<file path="config.mk">
export PLATFORM = sky130hd
export DESIGN_NAME = shiftrow
export DESIGN_NICKNAME = d
export VERILOG_FILES = /design/src/rtl/shiftrow.sv
export SDC_FILE = /design/constraint.sdc
export NUM_CORES = 1
export LEC_CHECK = 0
export BUFFER_PORTS_ARGS = -buffer_cell sky130_fd_sc_hd__clkbuf_2
export CAP_MARGIN = 20
export CELL_PAD_IN_SITES_DETAIL_PLACEMENT = 1
export CELL_PAD_IN_SITES_GLOBAL_PLACEMENT = 1
export CORE_UTILIZATION = 30
export CTS_BUF_LIST = sky130_fd_sc_hd__clkbuf_4 sky130_fd_sc_hd__clkbuf_8 sky130_fd_sc_hd__clkbuf_16
export DETAILED_ROUTE_END_ITERATION = 8
export MAX_ROUTING_LAYER = met4
export PLACE_DENSITY_LB_ADDON = 0.05
export SYNTH_ARGS = -nofsm -noshare
export SYNTH_HDL_FRONTEND = slang
export SYNTH_SLANG_ARGS = --single-unit
</file>
<file path="constraint.sdc">
create_clock -name CLK -period 2.46 [get_ports CLK]
set_clock_uncertainty 0.2 [all_clocks]
set_input_delay 0.492 -clock CLK [delete_from_list [all_inputs] [get_ports CLK]]
set_output_delay 0.492 -clock CLK [all_outputs]
set_load 0.05 [all_outputs]
</file>
<file path="src/rtl/shiftrow.sv">
// shiftrow: registered AES-128 ShiftRows / InvShiftRows stage.
// The 128-bit state is a column-major 4x4 byte matrix: byte k sits at
// bits [8k+7:8k] and is element s(r,c) with r = k mod 4, c = k div 4.
// Forward mode rotates row r left by r bytes; inverse mode rotates right.
// The byte permutation is pure wiring resolved at elaboration time.
module shiftrow #(
  parameter bit INVERSE = 1'b0
) (
  input  logic         CLK,
  input  logic         RST,
  input  logic         Valid_in,
  input  logic [127:0] Data_in,
  output logic         Valid_out,
  output logic [127:0] Data_out
);

  logic [127:0] perm_s;
  logic [127:0] data_d;
  logic [127:0] data_q;
  logic         valid_d;
  logic         valid_q;

  // Fixed byte routing: output byte k takes input byte s(r, (c +/- r) mod 4).
  for (genvar k = 0; k < 16; k++) begin : g_byte
    localparam int unsigned ROW     = k % 4;
    localparam int unsigned COL     = k / 4;
    localparam int unsigned SRC_COL = INVERSE ? ((COL + 4 - ROW) % 4)
                                              : ((COL + ROW) % 4);
    localparam int unsigned SRC     = SRC_COL * 4 + ROW;
    assign perm_s[8*k +: 8] = Data_in[8*SRC +: 8];
  end

  // Next-state: data is captured every cycle; valid is a pure sideband.
  always_comb begin
    data_d  = perm_s;
    valid_d = Valid_in;
  end

  // Output registers with synchronous reset that overrides any valid input.
  always_ff @(posedge CLK) begin
    if (RST) begin
      data_q  <= 128'h0;
      valid_q <= 1'b0;
    end else begin
      data_q  <= data_d;
      valid_q <= valid_d;
    end
  end

  assign Data_out  = data_q;
  assign Valid_out = valid_q;

endmodule

</file>
==> flow_summary_export.csv <==
group,metric,value,unit
synth,synth.yosys.warnings,0,
synth,yosys.area.top_type,"dfxtp_1",
power_and_ir_drop,finalPower,0.00517,W
global_route,grt_pass1_wl,13000,um
setup_path,cp_data_arrival_time,1010,ps
setup_path,cp_max_fo,1,
final_layout,diodes,0,
route,vias_per_cell,3.97,
final_layout,n_fill_cell,1296,
worst_hold_path,hp-class,"primary input to register",
setup_path,required,1770,ps
timing,tightest_slew,556,ps
timing,fin_crit,1700,ps
floorplanning,placementRows,38,
final_layout,fin_area,5420,um2
setup_path,cp-endpoint,"Data_out[49]",
global_route,grt_max_degree,130,
placement,io_buffers,259,
setup_path,crit_family,"flip-flops",
route,num_vias,2717,
cts,ctsResizeCount,0,
setup_path,slowest_delay,310,ps
timing,final.setup.tns,0,ps
setup_path,cp_slowest_cell,"dfxtp_1",
synth,netlist.area_leader.share,74.6,%
cts,cts.htree.levels,4,
timing,slew_violations,0,
final_layout,final_util,49.1,%
synth,synth-seq-area-share,74.6,%
setup_path,worst-path-stages,1,
cts,postCtsHoldBufs,0,
synth,synth_area,3460,um2
cts,cts_sinks,129,
route,firstDrtPassIters,4,
synth,synth-seq-cells,129,
setup_path,start_kind,"register",
flow_run,drv_cap,0,
synth,async_reset_ff_share,0,%
global_route,antenna_found_initial,0,
floorplanning,die_h,109,um
global_route,grt_usage,15.8,%
power_and_ir_drop,seqPwrFrac,43.2,%
global_route,grt_pass1_vias,2722,
route,wirelength,9010,um
cts,clk_pin_slew,50,ps
floorplanning,io_pins,260,
setup_path,crit_chain,"clkbuf_2",
power_and_ir_drop,power.density,955,nW/um2
floorplanning,die_x,109,um
route,drtIter0Drc,72,
run_status,status,"complete, no violations",
setup_path,path_buf_inv,1,
final_layout,layout.nets,668,
timing,finalCritPeriodShare,69.0,%
global_route,gr-total-overflow,0,
cts,cts_made_buffers,17,
placement,hpwlAfterDp,6830,um
synth,synth_edf_count,0,
synth,synth_ff_type,"dfxtp_1",
power_and_ir_drop,p_switching,0.00132,W
synth,synth.distinct_cells,4,
power_and_ir_drop,power_frac_comb,13.8,%
timing,rsz0062_at_grt,"false",
power_and_ir_drop,pwr-share-clk,43.0,%
power_and_ir_drop,power.internal,0.00385,W
route,ant_nets,0,
synth,syn-num-nets,403,
final_layout,multiInputGateArea,807,um2
setup_path,worstSetupEndpointType,"output pin",
floorplanning,start_util,31.4,%
setup_path,startpoint,"Data_out[49]",
floorplanning,core,11000,um2
power_and_ir_drop,cellLeakagePower,2.74,nW
power_and_ir_drop,irDropWorstVdd,0.000438,V
cts,post_cts_buffers,0,
cts,cts_tree,"yes",
final_layout,area_delta_synth_final,56.4,%
final_layout,final_layout_size_suffix_gt1_share,52.7,%
floorplanning,die_area,12000,um2
cts,clk_path_buf_depth,2,
timing,max_clock_freq,589,MHz
timing,slew_headroom,62.9,%
synth,synth_common_cells,"dfxtp_1 (129), nor2b_1 (129), buf_2 (13), buf_4 (1)",
placement,gp_congestion,0.742,
route,wl_per_cell,13.1,um
cts,cts_root_buf,"clkbuf_16",
timing,setup-violations-final,0,
synth,syn_avg_cell_area,12.7,um2
final_layout,regArea,2580,um2
route,drc_errors,0,
timing,final-hold-violation-count,0,
placement,dpl-instance-area,4880,um2
power_and_ir_drop,p_sw_share,25.6,%
setup_path,critPathKind,"register to output pin",
synth,synth_area_leaders,"dfxtp_1 (75%), nor2b_1 (23%), buf_2 (1.9%)",
synth,synth_cells,272,
==> worst min path at each step <==
stage / from / to / depth (start not counted)
2_1_floorplan: Data_in[52] / Data_out[116] / 1
6_report: Data_in[44] / Data_out[12] / 2
5_1_grt: Data_in[79] / Data_out[47] / 2
4_1_cts: Data_in[44] / Data_out[12] / 2
3_3_place_gp: Data_in[89] / Data_out[121] / 2
3_5_place_dp: Data_in[44] / Data_out[12] / 2
==> placed cells by master, fill, tap and decap left out <==
master,n
buf_4,1
clkbuf_8,5
clkbuf_16,17
clkbuf_4,5
clkbuf_2,258
nor2b_1,129
dfxtp_1,129
buf_12,1
==> through the flow <==
step | std cells | hold WS [ps] | setup slack [ps]
after floorplan | 272 | 420 | 1180
after global placement | 658 | 499 | 981
after detailed placement | 658 | 508 | 944
after CTS | 685 | 76.0 | 725
after global routing | 685 | 84.4 | 718
final | 685 | 94.8 | 763
==> metal layers <==
| metal | part of all wire [%] | vias to the layer above | global-route usage (%) |
|---|---|---|---|
| met5 | 0 | - | - |
| met4 | 2.9 | 0 | 9.33 |
| met3 | 12 | 21 | 8.54 |
| met2 | 52 | 150 | 27.1 |
| met1 | 33 | 1205 | 13.6 |
| li1 | - | 1341 | - |
==> power groups by stage <==
stage	clock network [W]	logic [W]	registers, W
detailed placement	0	0.000723	0.00228
floorplan	0	0.0000983	0.00268
global placement	0	0.000715	0.00227
CTS	0.00230	0.000725	0.00224
finish	0.00222	0.000714	0.00223
global route	0.00237	0.000757	0.00224
==> cell type report <==
cell class,instances,share of cell area [%]
well taps,140,3.23
clock buffers,27,9.82
repair buffers,260,24.4
multi-input cells,129,14.9
flip-flops and latches,129,47.7
==> state kept, by name, indices dropped and copies added (netlist names) <==
name,flops
Data_out,128
Valid_out,1
==> kinds of logic (layout without fill, tap and decap cells) <==
kind of cell	Yosys count	after routing	synth area share, %
simple gates	129	129	23.3
buf+inv	14	287	2.10
flops	129	129	74.6
Power figures use the tool's default switching activity.
